**src/rtl/frontend_command_definition_pkg.sv**
```systemverilog
// rtl/frontend_command_definition_pkg.sv - frontend command word layout shared by FIFO, dispatcher and bank controllers
package frontend_command_definition_pkg;

  localparam int CMD_BITS = 32;
  localparam int OP_W     = 2;
  localparam int BANK_W   = 2;
  localparam int ROW_W    = 14;
  localparam int COL_W    = 10;
  localparam int ID_W     = 4;
  localparam int OP_LSB   = 30;
  localparam int BANK_LSB = 28;

  typedef enum logic [OP_W-1:0] {
    OP_NOP     = 2'b00,
    OP_READ    = 2'b01,
    OP_WRITE   = 2'b10,
    OP_REFRESH = 2'b11
  } op_e;

  typedef struct packed {
    op_e               op;
    logic [BANK_W-1:0] bank;
    logic [ROW_W-1:0]  row;
    logic [COL_W-1:0]  col;
    logic [ID_W-1:0]   id;
  } cmd_t;

endpackage

```
**src/rtl/cmd_dispatcher.sv**
```systemverilog
// rtl/cmd_dispatcher.sv - pops frontend commands and hands them to bank controllers
module cmd_dispatcher
  import frontend_command_definition_pkg::*;
#(
  parameter int NUM_BANK  = 4,
  parameter int CMD_WIDTH = 32
) (
  input  logic                 i_clk,
  input  logic                 i_rst_n,
  input  logic [CMD_WIDTH-1:0] i_fifo_data,
  input  logic                 i_fifo_empty,
  output logic                 o_fifo_rd_en,
  output logic [NUM_BANK-1:0]  o_bank_valid,
  output logic [CMD_WIDTH-1:0] o_bank_cmd,
  input  logic [NUM_BANK-1:0]  i_bank_ready,
  output logic                 o_busy,
  output logic [15:0]          o_issue_cnt,
  output logic [7:0]           o_drop_cnt
);

  typedef enum logic [1:0] {IDLE, ISSUE, REF} state_e;

  // Bank field is 2 bits; fold it onto the banks actually present.
  localparam logic [BANK_W-1:0] BANK_MASK = BANK_W'(NUM_BANK - 1);

  state_e               r_state;
  logic [CMD_WIDTH-1:0] r_cmd;
  logic [NUM_BANK-1:0]  r_bank_valid;
  logic [NUM_BANK-1:0]  r_ack_mask;
  logic [15:0]          r_issue_cnt;
  logic [7:0]           r_drop_cnt;

  op_e                  w_head_op;
  logic [BANK_W-1:0]    w_head_bank;
  logic [NUM_BANK-1:0]  w_head_sel;
  logic [NUM_BANK-1:0]  w_acks;
  logic                 w_hs;
  logic                 w_ref_done;
  logic                 w_pop;

  assign w_head_op   = op_e'(i_fifo_data[OP_LSB +: OP_W]);
  assign w_head_bank = i_fifo_data[BANK_LSB +: BANK_W] & BANK_MASK;
  assign w_head_sel  = NUM_BANK'(1) << w_head_bank;
  assign w_acks      = r_bank_valid & i_bank_ready;
  assign w_hs        = (r_state == ISSUE) && (|w_acks);
  assign w_ref_done  = (r_state == REF) && ((r_ack_mask | w_acks) == '1);
  assign w_pop       = !i_fifo_empty && ((r_state == IDLE) || w_hs || w_ref_done);

  // Gating with reset keeps the FIFO from losing a head while we are held in reset.
  assign o_fifo_rd_en = w_pop && i_rst_n;
  assign o_bank_valid = r_bank_valid;
  assign o_bank_cmd   = r_cmd;
  assign o_busy       = (r_state != IDLE);
  assign o_issue_cnt  = r_issue_cnt;
  assign o_drop_cnt   = r_drop_cnt;

  always_ff @(posedge i_clk or negedge i_rst_n) begin
    if (!i_rst_n) begin
      r_state      <= IDLE;
      r_cmd        <= '0;
      r_bank_valid <= '0;
      r_ack_mask   <= '0;
      r_issue_cnt  <= '0;
      r_drop_cnt   <= '0;
    end else begin
      if (w_hs) begin
        r_issue_cnt <= r_issue_cnt + 16'd1;
      end
      if (w_pop) begin
        r_cmd      <= i_fifo_data;
        r_ack_mask <= '0;
        case (w_head_op)
          OP_READ, OP_WRITE: begin
            r_state      <= ISSUE;
            r_bank_valid <= w_head_sel;
          end
          OP_REFRESH: begin
            r_state      <= REF;
            r_bank_valid <= '1;
          end
          default: begin
            r_state      <= IDLE;
            r_bank_valid <= '0;
            if (r_drop_cnt != 8'hFF) begin
              r_drop_cnt <= r_drop_cnt + 8'd1;
            end
          end
        endcase
      end else if (w_hs || w_ref_done) begin
        r_state      <= IDLE;
        r_bank_valid <= '0;
      end else if (r_state == REF) begin
        // Refresh stays pending on each bank until that bank alone has acked.
        r_ack_mask   <= r_ack_mask | w_acks;
        r_bank_valid <= r_bank_valid & ~i_bank_ready;
      end
    end
  end

endmodule

```
**config.mk**
```make
export PLATFORM = sky130hd
export DESIGN_NAME = cmd_dispatcher
export DESIGN_NICKNAME = d
export VERILOG_FILES = /design/src/rtl/frontend_command_definition_pkg.sv /design/src/rtl/cmd_dispatcher.sv
export SDC_FILE = /design/constraint.sdc
export NUM_CORES = 1
export LEC_CHECK = 0
export CAP_MARGIN = 20
export CELL_PAD_IN_SITES_DETAIL_PLACEMENT = 0
export CELL_PAD_IN_SITES_GLOBAL_PLACEMENT = 1
export CORE_MARGIN = 1
export CORE_UTILIZATION = 37
export DETAILED_ROUTE_END_ITERATION = 10
export GPL_TIMING_DRIVEN = 0
export PLACE_DENSITY = 0.91
export SETUP_SLACK_MARGIN = 0.4
export SYNTH_ARGS = -nofsm -noshare
export SYNTH_HDL_FRONTEND = slang
export SYNTH_SLANG_ARGS = --single-unit
```
**constraint.sdc**
```tcl
create_clock -name i_clk -period 2.8 [get_ports i_clk]
set_input_delay 0.56 -clock i_clk [delete_from_list [all_inputs] [get_ports i_clk]]
set_output_delay 0.56 -clock i_clk [all_outputs]
set_load 0.03 [all_outputs]
```
# Word level (Yosys, flattened, before mapping)
# Index checks and enable logic that the tools add are counted.
classes:
  add_sub_neg: 2
  n_shift: 1
  reduce_logical: 18
  n_mux: 10
  bitwise: 5
  n_eq_ne: 8
op_table:
  columns: ["op", "count"]
  rows:
  - ["$mux 4", 6]
  - ["$add 16x1->16 const B", 1]
  - ["$add 8x1->8 const B", 1]
  - ["$and 4x4->4", 2]
  - ["$ne 8x8->1 const B", 1]
  - ["$pmux 4 s2", 1]
  - ["$eq 2x2->1 const B", 3]
  - ["$reduce_bool 2->1", 3]
  - ["$eq 2x1->1 const B", 2]
  - ["$eq 4x4->1 const B", 1]
  - ["$logic_and 1x1->1", 4]
  - ["$mux 2", 2]
  - ["$not 4->4", 1]
  - ["$or 4x4->4", 1]
  - ["$pmux 2 s2", 1]
  - ["$reduce_or 4->1", 1]
  - ["$shl 1x2->4 const A", 1]
  - ["$logic_or 1x1->1", 3]
  - ["$reduce_and 3->1", 1]
  - ["$reduce_bool 3->1", 1]
  - ["$reduce_or 3->1", 1]
  - ["$logic_not 2->1", 1]
  - ["$ne 2x2->1 const B", 1]
  - ["$reduce_and 2->1", 1]
  - ["other kinds (3)", 3]
totals:
  output_inout_bits: 62
  register_bits: 66
  in_bits: 39

# Depth between registers and ports, before layout
# Gate-level depths: netlist (run 1).
depth:
  word_depth: 8
  mapped_depth: 6
  mapped_depth_nobuf: 6

# Worst setup path after synthesis (run 1)
# Ideal clock, no wire load.
synth_path:
  path_kind: "register -> output"
  from: "reg r_bank_valid[0] (netlist: o_bank_valid[0])"
  to: "out o_fifo_rd_en"
  required_ps: 2240
  t_arrival_ps: 2032
  stages_incl_launch_ff: 7
  path_buffers: 2
  slack_ps: 208
  cell_sequence: "dfrtp_1 > a21oi_1 > or3_1 > a2bb2oi_2 > buf_4 > buf_2 > nor2_1"
synth_between:
  elab_chain_len: 7
  elab_cells_between_ends: 10
synth_rtl:
  columns: ["item", "line", "source"]
  rows:
  - ["start: declaration", "cmd_dispatcher.sv:28", "logic [NUM_BANK-1:0] r_bank_valid;"]
  - ["start signal: assignment", "cmd_dispatcher.sv:75", "r_bank_valid <= w_head_sel;"]
  - ["start signal: assignment", "cmd_dispatcher.sv:95", "r_bank_valid <= r_bank_valid & ~i_bank_ready;"]
  - ["$and 4x4->4 *", "cmd_dispatcher.sv:44", "assign w_acks = r_bank_valid & i_bank_ready;"]
  - ["$or 4x4->4 / $reduce_or 4->1 (equally long branches)", "cmd_dispatcher.sv:46, cmd_dispatcher.sv:45", null]
  - ["$eq 4x4->1 / $logic_and 1x1->1 (equally long branches)", "cmd_dispatcher.sv:46, cmd_dispatcher.sv:45", null]
  - ["$logic_and 1x1->1 / $logic_or 1x1->1 (equally long branches)", "cmd_dispatcher.sv:46, cmd_dispatcher.sv:47", null]
  - ["$logic_or 1x1->1 *", "cmd_dispatcher.sv:47", "assign w_pop = !i_fifo_empty && ((r_state == IDLE) || w_hs || w_ref_done);"]
  - ["$logic_and 1x1->1 *", "cmd_dispatcher.sv:47", null]
  - ["$logic_and 1x1->1 *", "cmd_dispatcher.sv:50", "assign o_fifo_rd_en = w_pop && i_rst_n;"]
  - ["end: declaration", "cmd_dispatcher.sv:12", "output logic o_fifo_rd_en,"]
# Every way passes the cells marked *; elsewhere a longest branch is shown, timed or not.

# Final worst setup path (run 1)
layout_path:
  from: "in i_fifo_empty"
  to: "out o_fifo_rd_en"
layout_between:
  elab_chain_len: 3
layout_rtl:
  columns: ["item", "line", "source"]
  rows:
  - ["start: declaration", "cmd_dispatcher.sv:11", "input logic i_fifo_empty,"]
  - ["$logic_not 1->1", "cmd_dispatcher.sv:47", null]
  - ["$logic_and 1x1->1", "cmd_dispatcher.sv:47", null]
  - ["$logic_and 1x1->1", "cmd_dispatcher.sv:50", null]
# Every way passes these cells.

==> reports/qor.txt, run 1 <==
===========================================================================
Achievable Freq ..............................................      417 MHz
Fraction of layout cells with a size suffix above 1 ..........        15.8%
Maximum capacitance violations ...............................            0
CTS root buffer .............................................. sky130_fd_sc_hd__clkbuf_8
Maximum number of pins on one net before global-route repair .           68
Total negative setup slack ...................................         0 ns
Worst-path clk slew ..........................................      0.07 ns
Worst hold-check path type ................................... input pin to asynchronous set/reset pin
Placeable core region ........................................     7450 µm²
First-pass iteration count of the detailed router ............            4
Clock buffer count from CTS ..................................            9
Detail-routed via count per cell .............................         4.86
Clk sink count ...............................................           66
Distinct cells, synth ........................................           37
Worst max-slew margin expressed relative to the limit ........        44.3%
Bufs on Longest Clock Path ...................................            2
Setup ws final ...............................................     0.404 ns
Post-Syn Area ................................................     2910 µm²
CTS tree .....................................................        built
Minimum clock period after layout ............................      2.40 ns
Classification of the worst setup path ....................... input pin to output port
Iter 0 DRT Violations ........................................           50
Register area share after synthesis ..........................        56.7%
Sequence of cells on the critical path ....................... dlygate4sd2_1 > or3_4 > a2bb2oi_4 > buf_8 > buf_8 > nor2_4 > buf_6
Highest ir drop seen on vdd ..................................     0.230 mV
Post-Route Skew ..............................................   0.00924 ns
Global placement routability congestion ......................        0.788
Max H-tree Level .............................................            3
Final setup violation count ..................................            0
Hold buffer count at CTS .....................................            0
Power density normalized to cell area ........................   462 nW/µm²
Maximum net fanout on the critical path ......................            4
I/O pins .....................................................          101
Final-stage net count ........................................          407
Count of buffers from port buffering .........................          100
Area of the die ..............................................     8230 µm²
Count of mapped cells out of synthesis .......................          240
Final clock period utilization by the worst path .............        85.6%
Measured slew at the worst slew-check pin ....................     0.835 ns
Total track usage ............................................        16.5%
Core Util, Final .............................................        58.8%
Clock insertion delay at the later pin of the skew report ....      0.34 ns
Leak Pwr .....................................................      2.00 nW
Post-route DRC ...............................................            0
Antenna Nets Post-Route ......................................            0
Mean Syn Cell Area ...........................................     12.1 µm²
Yosys warns ..................................................            0
Number of antenna repair diodes ..............................            0
Cell family with most CP delay ............................... buffers and inverters
Total via count after detailed routing .......................         2270
Starting Density .............................................        39.1%
Die span in x ................................................      90.7 µm
Kind of launch point of the worst setup path .................    input pin
Die height ...................................................      90.7 µm
Unrepaired setup endpoints after global routing ..............         true
Remaining global-route overflow ..............................            0
Wire length of the first global-routing pass .................      10.6 mm
Via count of the first global-routing pass ...................         2217
Placement Rows ...............................................           31
HPWL reported at the end of detailed placement ...............      4.45 mm
Initial antenna violation count ..............................            0
Average detailed-routed wire length per instance .............      13.7 µm
Cell repeated most along the worst path ...................... sky130_fd_sc_hd__buf_8
Place WS .....................................................    -0.934 ns
Critical path's slowest cell ................................. sky130_fd_sc_hd__or3_4
Worst path arrival time ......................................      1.84 ns
Total Wirelength .............................................      6.42 mm
Post-synth net total .........................................          284
Required time of the critical path ...........................      2.24 ns
Slew Limit Fails .............................................            0
Synth Register Bits ..........................................           66
Post-synthesis to final-layout area growth ...................        50.4%
Fill cell total of the finished layout .......................          637
Largest stage delay on the critical path .....................      0.40 ns
Critical Path End Type .......................................  output port
Number of hold violations in the final report ................            0
Worst path bufs/invs .........................................            4
Result of the run ............................................ finished clean
===========================================================================
-- worst reg2reg max path, cell delays in order, from the launching register on --
cell	delay, ns
sky130_fd_sc_hd__dfrtp_1	0.39
sky130_fd_sc_hd__buf_4	0.14
sky130_fd_sc_hd__nand2_1	0.12
sky130_fd_sc_hd__nand4_1	0.21
sky130_fd_sc_hd__a2bb2oi_4	0.21
sky130_fd_sc_hd__buf_4	0.19
sky130_fd_sc_hd__buf_2	0.26
sky130_fd_sc_hd__mux2_1	0.35
-- sequential cells by signal, summed over array words and instances, names as in the netlist --
register and cells:
o_drop_cnt 8, r_ack_mask 4, r_state 2, o_issue_cnt 16, o_bank_cmd 32, o_bank_valid 4
-- repair_timing --
item,in CTS,in global routing
endpoints found under the setup margin,29,1
endpoints found under the hold margin,0,0
gates resized for setup,35,0
pin swaps,5,2
buffers inserted,12,0
-- cells in the mapped netlist (all sizes together) --
| cell type | instances | area share (%) |
|---|---|---|
| a221o | 4 | 1.4 |
| xnor2 | 8 | 2.4 |
| mux2i | 1 | 0.34 |
| mux2 | 30 | 12 |
| inv | 12 | 1.5 |
| o31a | 1 | 0.30 |
| o21bai | 1 | 0.26 |
| nor3b | 1 | 0.43 |
| nor2b | 5 | 1.1 |
| nand2 | 19 | 2.4 |
| nand3 | 5 | 0.86 |
| a22oi | 1 | 0.43 |
| a311oi | 1 | 0.52 |
| and3 | 1 | 0.22 |
| buf | 6 | 1.1 |
| a2bb2oi | 1 | 0.52 |
| nor4 | 3 | 1.1 |
| a21oi | 7 | 1.2 |
| nor2 | 16 | 2.1 |
| o21ai | 4 | 0.69 |
| nand4 | 7 | 1.7 |
| or3 | 2 | 0.43 |
| nand2b | 1 | 0.22 |
| and4 | 1 | 0.30 |
| xor2 | 13 | 3.9 |
| dfrtp | 66 | 57 |
| o21a | 4 | 1.0 |
| a31oi | 5 | 1.1 |
| nor3 | 7 | 1.5 |
| o22ai | 2 | 0.43 |
| ha | 5 | 2.1 |
-- cell families (layout without fill, tap and decap cells) --
kind of cell | after synthesis | count (layout) | share of synthesized area [%]
and+or+nand+nor | 68 | 68 | 12.4
DFF | 66 | 66 | 56.7
AOI/OAI and AO/OA | 31 | 31 | 7.82
muxes | 31 | 31 | 11.9
xor gates and xnor gates | 21 | 21 | 6.32
buffers and inverters | 18 | 146 | 2.66
adders and majority gates | 5 | 5 | 2.15
-- where the power goes --
part           internal [mW]  switching [mW]
combinational          0.105           0.109
sequential             0.976          0.0116
clock                  0.455           0.364
-- cell usage in the layout, fill, tap and decap left out, types with 5 or more instances in the layout --
master                            instances
sky130_fd_sc_hd__nor3_1                   5
sky130_fd_sc_hd__clkbuf_8                11
sky130_fd_sc_hd__nand4_1                  6
sky130_fd_sc_hd__ha_1                     5
sky130_fd_sc_hd__buf_4                   13
sky130_fd_sc_hd__a21oi_1                  5
sky130_fd_sc_hd__xnor2_1                  8
sky130_fd_sc_hd__mux2_1                  29
sky130_fd_sc_hd__nand3_1                  5
sky130_fd_sc_hd__clkdlybuf4s50_1         93
sky130_fd_sc_hd__a31oi_1                  5
sky130_fd_sc_hd__buf_2                    7
sky130_fd_sc_hd__nand2_1                 19
sky130_fd_sc_hd__inv_1                   12
sky130_fd_sc_hd__xor2_1                  13
sky130_fd_sc_hd__nor2_1                  15
sky130_fd_sc_hd__dfrtp_1                 64
sky130_fd_sc_hd__nor2b_1                  5
-- per-layer routing --
metal | global-route usage [%] | vias to the layer above | share of wire, %
met5 | 0 | - | 0
met4 | 7.39 | 0 | 1.8
met3 | 3.79 | 8 | 6.5
met2 | 27.1 | 82 | 47
met1 | 20.6 | 1091 | 44
li1 | - | 1089 | -
-- stage by stage --
| step | std cells | area [µm²] | hold WS [ns] | power (mW) |
|---|---|---|---|---|
| floorplan | 240 | 2920 | 0.264 | 1.09 |
| CTS | 467 | 4380 | 0.356 | 2.04 |
| global placement | 439 | 4050 | 0.456 | 1.22 |
| global route | 467 | 4380 | 0.381 | 2.10 |
| detailed placement | 439 | 4040 | 0.456 | 1.22 |
| finish | 467 | 4380 | 0.323 | 2.02 |
-- worst paths after layout --
kind / start / end / slack (ns) / cells past startpoint
setup / recovery: i_fifo_empty / o_fifo_rd_en / 0.40 / 7
hold / removal: i_rst_n / o_issue_cnt[12] / 0.32 / 1
setup reg to reg: o_bank_valid[1] / o_bank_cmd[16] / 0.80 / 7
hold reg to reg: o_issue_cnt[15] / o_issue_cnt[15] / 0.47 / 1
max in group asynchronous: i_rst_n / o_bank_valid[3] / 1.88 / 1
min in group i_clk: o_issue_cnt[15] / o_issue_cnt[15] / 0.47 / 1
-- cell type report --
| cell class | instances | area [µm²] | area share, % |
|---|---|---|---|
| Clock buffer | 11 | 151 | 3.46 |
| Tap cell | 99 | 124 | 2.83 |
| Buffer | 6 | 50.0 | 1.14 |
| Inverter | 12 | 45.0 | 1.03 |
| Sequential cell | 66 | 1650 | 37.8 |
| Clock inverter | 5 | 52.6 | 1.20 |
| Timing Repair Buffer | 112 | 1070 | 24.5 |
| Multi-Input combinational cell | 156 | 1230 | 28.0 |
Power figures use the tool's default switching activity.
==> run 2, diff against run 1 <==
--- a/config.mk
+++ b/config.mk
@@ -10,10 +10,12 @@
 export CELL_PAD_IN_SITES_GLOBAL_PLACEMENT = 1
 export CORE_MARGIN = 1
 export CORE_UTILIZATION = 37
+export CTS_CLUSTER_DIAMETER = 60
 export DETAILED_ROUTE_END_ITERATION = 10
 export GPL_TIMING_DRIVEN = 0
 export PLACE_DENSITY = 0.91
 export SETUP_SLACK_MARGIN = 0.4
+export SLEW_MARGIN = 20
 export SYNTH_ARGS = -nofsm -noshare
 export SYNTH_HDL_FRONTEND = slang
 export SYNTH_SLANG_ARGS = --single-unit
==> run 2 against run 1 <==
- via count decreased by 1.0%
- critical path depth up 1
- first-iteration DRC count down 38%
- non-clock buffer count decreased by 3
- die area unchanged
- register-to-register slack got worse by 0.04 ns
- final cell count is 0.86% lower
- cell area down 0.14%
- largest cell class unchanged
==> reports/qor.txt, run 2 (synthesis gave the netlist of run 1 again) <==
===========================================================================
Fill cell total of the finished layout .......................          651   was 637
Area of the die ..............................................     8230 µm²   unchanged
Leak Pwr .....................................................      1.99 nW   was 2.00 nW
Bufs on Longest Clock Path ...................................            2   unchanged
Max H-tree Level .............................................            3   unchanged
Final setup violation count ..................................            0   unchanged
Measured slew at the worst slew-check pin ....................     0.531 ns   was 0.835 ns
Cell count after placement ...................................          440   was 439
Multi-input combinational cell area ..........................     1230 µm²   about the same
Initial antenna violation count ..............................            0   unchanged
Cell area reported after detailed placement ..................     4060 µm²   was 4040 µm²
Classification of the worst setup path ....................... input pin to output port   unchanged
Minimum clock period after layout ............................      2.42 ns   was 2.40 ns
Placeable core region ........................................     7450 µm²   unchanged
Commonest non-fill, non-tap cell in the layout ............... sky130_fd_sc_hd__clkdlybuf4s50_1   unchanged
Worst path arrival time ......................................      1.86 ns   was 1.84 ns
Critical Path End Type .......................................  output port   unchanged
Clock insertion delay at the later pin of the skew report ....      0.33 ns   was 0.34 ns
Maximum net fanout on the critical path ......................            3   was 4
Number of hold violations in the final report ................            0   unchanged
Register area ................................................     1660 µm²   was 1650 µm²
Post-synthesis to final-layout area growth ...................        50.2%   was 50.4%
Average detailed-routed wire length per instance .............      13.8 µm   was 13.7 µm
Antenna Nets Post-Route ......................................            0   unchanged
Most used cells in the layout excluding fill and tap cells ... sky130_fd_sc_hd__clkdlybuf4s50_1, sky130_fd_sc_hd__dfrtp_1, sky130_fd_sc_hd__mux2_1, sky130_fd_sc_hd__nand2_1, sky130_fd_sc_hd__nor2_1   unchanged
Total design power ...........................................      2.02 mW   about the same
Total track usage ............................................        16.6%   was 16.5%
Power density normalized to cell area ........................   463 nW/µm²   was 462 nW/µm²
Placement Rows ...............................................           31   unchanged
Post-route DRC ...............................................            0   unchanged
Worst hold-check path type ................................... input pin to asynchronous set/reset pin   unchanged
I/O pins .....................................................          101   unchanged
Setup ws final ...............................................     0.379 ns   was 0.404 ns
Count of buffers from port buffering .........................          100   unchanged
Hold buffer count at CTS .....................................            0   unchanged
Worst max-slew margin expressed relative to the limit ........        64.6%   was 44.3%
HPWL reported at the end of detailed placement ...............      4.58 mm   was 4.45 mm
Clock buffer count from CTS ..................................            9   unchanged
CTS tree .....................................................        built   unchanged
Total Wirelength .............................................      6.37 mm   was 6.42 mm
Unrepaired setup endpoints after global routing ..............         true   unchanged
Highest ir drop seen on vdd ..................................     0.288 mV   was 0.230 mV
Total negative setup slack ...................................         0 ns   unchanged
Total via count after detailed routing .......................         2247   was 2270
Maximum number of pins on one net before global-route repair .           36   was 68
Wire length of the first global-routing pass .................      10.8 mm   was 10.6 mm
Number of antenna repair diodes ..............................            0   unchanged
Via count of the first global-routing pass ...................         2222   was 2217
Largest register FFs .........................................           32   unchanged
Die span in x ................................................      90.7 µm   unchanged
Fraction of layout cells with a size suffix above 1 ..........        14.8%   was 15.8%
Global placement routability congestion ......................        0.788   unchanged
Maximum capacitance violations ...............................            0   unchanged
CTS root buffer .............................................. sky130_fd_sc_hd__clkbuf_8   unchanged
Final clock period utilization by the worst path .............        86.5%   was 85.6%
Final hold slack .............................................     0.172 ns   was 0.323 ns
Slew Limit Fails .............................................            0   unchanged
Kind of launch point of the worst setup path .................    input pin   unchanged
First-pass iteration count of the detailed router ............            4   unchanged
Core Util, Final .............................................        58.7%   was 58.8%
Clk sink count ...............................................           66   unchanged
Result of the run ............................................ finished clean   unchanged
Post-Route Skew ..............................................   0.00424 ns   was 0.00924 ns
Final-stage net count ........................................          404   was 407
Place WS .....................................................    -0.898 ns   was -0.934 ns
Detail-routed via count per cell .............................         4.85   was 4.86
Iter 0 DRT Violations ........................................           31   was 50
Starting Density .............................................        39.1%   unchanged
Non-filler instance count after layout .......................          463   was 467
Remaining global-route overflow ..............................            0   unchanged
Worst-path clk slew ..........................................      0.07 ns   about the same
Final instance area ..........................................     4370 µm²   was 4380 µm²
Required time of the critical path ...........................      2.24 ns   about the same
Achievable Freq ..............................................      413 MHz   was 417 MHz
Die height ...................................................      90.7 µm   unchanged
===========================================================================
## run 2: power breakdown
| group | switching (mW) | total (mW) | internal [mW] |
|---|---|---|---|
| logic | 0.110 | 0.217 | 0.107 |
| clock network | 0.340 | 0.818 | 0.479 |
| registers | 0.0117 | 0.988 | 0.977 |
| total | 0.462 | 2.02 | 1.56 |
## run 2: critical path, cell delays in order
cell and delay [ns]:
sky130_fd_sc_hd__clkdlybuf4s15_1 0.22, sky130_fd_sc_hd__a21oi_2 0.07, sky130_fd_sc_hd__or3_4 0.40, sky130_fd_sc_hd__a2bb2oi_4 0.16, sky130_fd_sc_hd__buf_8 0.13, sky130_fd_sc_hd__buf_8 0.11
sky130_fd_sc_hd__nor2_4 0.07, sky130_fd_sc_hd__buf_6 0.13
## run 2: cell type report
cell class,instances,share of cell area [%]
buffer,6,1.14
clock inverter,2,0.801
clock buffer,13,3.86
multi-input combinational,156,28.1
tap,99,2.83
inverter,12,1.03
sequential,66,37.9
timing repair buffer,109,24.3
## run 2: path summary, 6_finish.rpt
| path | start | cells past startpoint | end | slack, ns |
|---|---|---|---|---|
| max | i_bank_ready[2] | 8 | o_fifo_rd_en | 0.38 |
| min reg2reg | o_issue_cnt[15] | 1 | o_issue_cnt[15] | 0.47 |
| max in group asynchronous | i_rst_n | 2 | r_state[1] | 2.09 |
| min | i_rst_n | 1 | o_issue_cnt[9] | 0.17 |
| min in group i_clk | o_issue_cnt[15] | 1 | o_issue_cnt[15] | 0.47 |
| max reg2reg | o_bank_valid[0] | 6 | o_bank_cmd[25] | 0.76 |
## run 2: layer usage
layer / global-route usage, % / vias up / part of all wire, %
met5: 0 / - / 0
met4: 7.53 / 0 / 1.3
met3: 3.62 / 7 / 5.7
met2: 26.6 / 74 / 47
met1: 21.3 / 1087 / 46
li1: - / 1079 / -
## run 2: repair_timing
item,in CTS,in global routing
endpoints found under the hold margin,0,0
endpoints found under the setup margin,9,1
cloned,0,0
buffers inserted,7,1
gates resized for setup,35,1
pin swaps,6,3
==> run 3, diff against run 2 <==
--- a/config.mk
+++ b/config.mk
@@ -8,6 +8,7 @@
 export CAP_MARGIN = 20
 export CELL_PAD_IN_SITES_DETAIL_PLACEMENT = 0
 export CELL_PAD_IN_SITES_GLOBAL_PLACEMENT = 1
+export CORE_ASPECT_RATIO = 0.5
 export CORE_MARGIN = 1
 export CORE_UTILIZATION = 37
 export CTS_CLUSTER_DIAMETER = 60
@@ -15,6 +16,7 @@
 export GPL_TIMING_DRIVEN = 0
 export PLACE_DENSITY = 0.91
 export SETUP_SLACK_MARGIN = 0.4
+export SKIP_LAST_GASP = 1
 export SLEW_MARGIN = 20
 export SYNTH_ARGS = -nofsm -noshare
 export SYNTH_HDL_FRONTEND = slang
==> run 3 against run 2 <==
- combinational power increased by 3%
- maximum frequency increased by 1.7%
- final cell count increased by 3.2%
- global-route usage increased by 1.9 points
- first-iteration DRC count increased to 3.0 times the previous value
- sequential power about the same
- critical path depth decreased by 1
- power increased by 9.2%
- setup slack improved by 0.041 ns
- critical path type unchanged
- largest power group is now clock
==> reports/qor.txt, run 3 (synthesis gave the netlist of run 1 again) <==
===========================================================================
Minimum clock period after layout ............................      2.38 ns   was 2.42 ns
First-pass iteration count of the detailed router ............            6   was 4
Post-Route Skew ..............................................   0.00800 ns   was 0.00424 ns
Critical Path End Type .......................................  output port   unchanged
Worst max-slew margin expressed relative to the limit ........        64.5%   was 64.6%
Via count of the first global-routing pass ...................         2421   was 2222
Initial antenna violation count ..............................            0   unchanged
Worst-path clk slew ..........................................      0.05 ns   was 0.07 ns
Final-stage net count ........................................          409   was 404
Average detailed-routed wire length per instance .............      14.6 µm   was 13.8 µm
Count of buffers from port buffering .........................          100   unchanged
Maximum capacitance violations ...............................            0   unchanged
I/O pins .....................................................          101   unchanged
Remaining global-route overflow ..............................            0   unchanged
Cell repeated most along the worst path ...................... sky130_fd_sc_hd__buf_6   was sky130_fd_sc_hd__buf_8
Required time of the critical path ...........................      2.24 ns   about the same
Final instance area ..........................................     4480 µm²   was 4370 µm²
Global placement routability congestion ......................        0.826   was 0.788
Post-route DRC ...............................................            0   unchanged
Antenna Nets Post-Route ......................................            0   unchanged
HPWL reported at the end of detailed placement ...............      5.08 mm   was 4.58 mm
Fraction of layout cells with a size suffix above 1 ..........        15.7%   was 14.8%
Result of the run ............................................ finished clean   unchanged
Achievable Freq ..............................................      420 MHz   was 413 MHz
Total negative setup slack ...................................         0 ns   unchanged
Commonest non-fill, non-tap cell in the layout ............... sky130_fd_sc_hd__clkdlybuf4s50_1   unchanged
Total track usage ............................................        18.4%   was 16.6%
Final clock period utilization by the worst path .............        85.0%   was 86.5%
Largest stage delay on the critical path .....................      0.43 ns   was 0.40 ns
Wire length of the first global-routing pass .................      11.6 mm   was 10.8 mm
Area of the die ..............................................     8250 µm²   was 8230 µm²
Die height ...................................................      64.7 µm   was 90.7 µm
Classification of the worst setup path ....................... input pin to output port   unchanged
Post-synthesis to final-layout area growth ...................        53.8%   was 50.2%
Final setup violation count ..................................            0   unchanged
Power density normalized to cell area ........................   494 nW/µm²   was 463 nW/µm²
Kind of launch point of the worst setup path .................    input pin   unchanged
Maximum net fanout on the critical path ......................            4   was 3
Placeable core region ........................................     7460 µm²   was 7450 µm²
Leak Pwr .....................................................      2.04 nW   was 1.99 nW
Worst path arrival time ......................................      1.82 ns   was 1.86 ns
Number of antenna repair diodes ..............................            0   unchanged
Clock insertion delay at the later pin of the skew report ....      0.33 ns   about the same
Clock buffer count from CTS ..................................            9   unchanged
Total Wirelength .............................................      6.98 mm   was 6.37 mm
Unrepaired setup endpoints after global routing ..............         true   unchanged
Critical path's slowest cell ................................. sky130_fd_sc_hd__or3_4   unchanged
Iter 0 DRT Violations ........................................           93   was 31
Fill cell total of the finished layout .......................          606   was 651
CTS root buffer .............................................. sky130_fd_sc_hd__clkbuf_16   was sky130_fd_sc_hd__clkbuf_8
Slew Limit Fails .............................................            0   unchanged
CTS tree .....................................................        built   unchanged
Largest register FFs .........................................           32   unchanged
Highest ir drop seen on vdd ..................................     0.287 mV   was 0.288 mV
Number of hold violations in the final report ................            0   unchanged
Measured slew at the worst slew-check pin ....................     0.532 ns   was 0.531 ns
Total via count after detailed routing .......................         2297   was 2247
Total design power ...........................................      2.21 mW   was 2.02 mW
Placement Rows ...............................................           22   was 31
Sequence of cells on the critical path ....................... clkdlybuf4s15_1 > or3_4 > a2bb2oi_4 > buf_6 > buf_8 > nor2_4 > buf_6   was clkdlybuf4s15_1 > a21oi_2 > or3_4 > a2bb2oi_4 > buf_8 > buf_8 > nor2_4 > buf_6
Maximum number of pins on one net before global-route repair .           56   was 36
Cell area reported after detailed placement ..................     4080 µm²   was 4060 µm²
Detail-routed via count per cell .............................         4.81   was 4.85
Starting Density .............................................        39.0%   was 39.1%
Die span in x ................................................       127 µm   was 90.7 µm
Max H-tree Level .............................................            3   unchanged
Worst hold-check path type ................................... input pin to asynchronous set/reset pin   unchanged
Clk sink count ...............................................           66   unchanged
Bufs on Longest Clock Path ...................................            2   unchanged
Most used cells in the layout excluding fill and tap cells ... sky130_fd_sc_hd__clkdlybuf4s50_1, sky130_fd_sc_hd__dfrtp_1, sky130_fd_sc_hd__mux2_1, sky130_fd_sc_hd__nand2_1, sky130_fd_sc_hd__nor2_1   unchanged
===========================================================================
==> run 3: changes by cell type in the layout (fill, tap and decap cells not counted), sizes merged <==
cell,delta
buf,+6
bufinv,-1
clkinv,+2
dlygate4sd2,-1
==> run 3: layout make-up <==
class                   instances  area, µm²  area share, %
flip-flops and latches         66       1660           37.0
repair buffers                114       1100           24.7
clock inverters                 3       15.0          0.335
clock buffers                  13        250           5.59
well taps                     108        135           3.02
inverters                      12       45.0           1.01
multi-input cells             156       1230           27.4
plain buffers                   6       46.3           1.03
==> run 3: worst paths after layout <==
check | depth (start not counted) | endpoint | startpoint | slack (ns)
worst min-delay path | 1 | o_issue_cnt[15] | i_rst_n | 0.08
worst min register to register | 1 | o_issue_cnt[15] | o_issue_cnt[15] | 0.48
worst max-delay path | 7 | o_fifo_rd_en | i_fifo_empty | 0.42
max in group asynchronous | 2 | o_bank_valid[3] | i_rst_n | 2.19
worst max register to register | 6 | o_bank_cmd[14] | o_bank_valid[3] | 0.83
min in group i_clk | 1 | o_issue_cnt[15] | o_issue_cnt[15] | 0.48
==> run 3: per-stage QoR <==
| step | worst slack (ns) | hold slack, ns | cells | util, % |
|---|---|---|---|---|
| after floorplan | 0.436 | 0.264 | 240 | - |
| after global placement | -2.09 | 0.458 | 448 | 54.4 |
| after detailed placement | -0.923 | 0.420 | 449 | 54.7 |
| after CTS | 0.403 | 0.0708 | 476 | 59.7 |
| after global routing | 0.367 | 0.0794 | 478 | 60.0 |
| final | 0.420 | 0.0772 | 478 | 60.0 |
==> run 3: critical path, delay by kind of cell <==
kind | cells | cell delay (ns)
AOI/OAI and AO/OA | 1 | 0.16
buffers and inverters | 4 | 0.61
and+or+nand+nor | 2 | 0.50
==> run 3: routing by layer <==
layer	global-route usage [%]	part of all wire (%)	vias to the layer above
met5	0	0	-
met4	7.89	2.2	0
met3	4.95	3.1	15
met2	33.4	52	42
met1	20.7	43	1150
li1	-	-	1090
==> run 3: report_power, final <==
group | internal (mW) | switching (mW)
logic | 0.109 | 0.114
registers | 0.979 | 0.0126
clock network | 0.618 | 0.377
==> run 3: timing repair <==
item                       CTS  global route
hold buffers                 0             0
pin swaps                    5             1
setup buffers               11             2
setup endpoints to repair   37             1
resized for setup           33             4
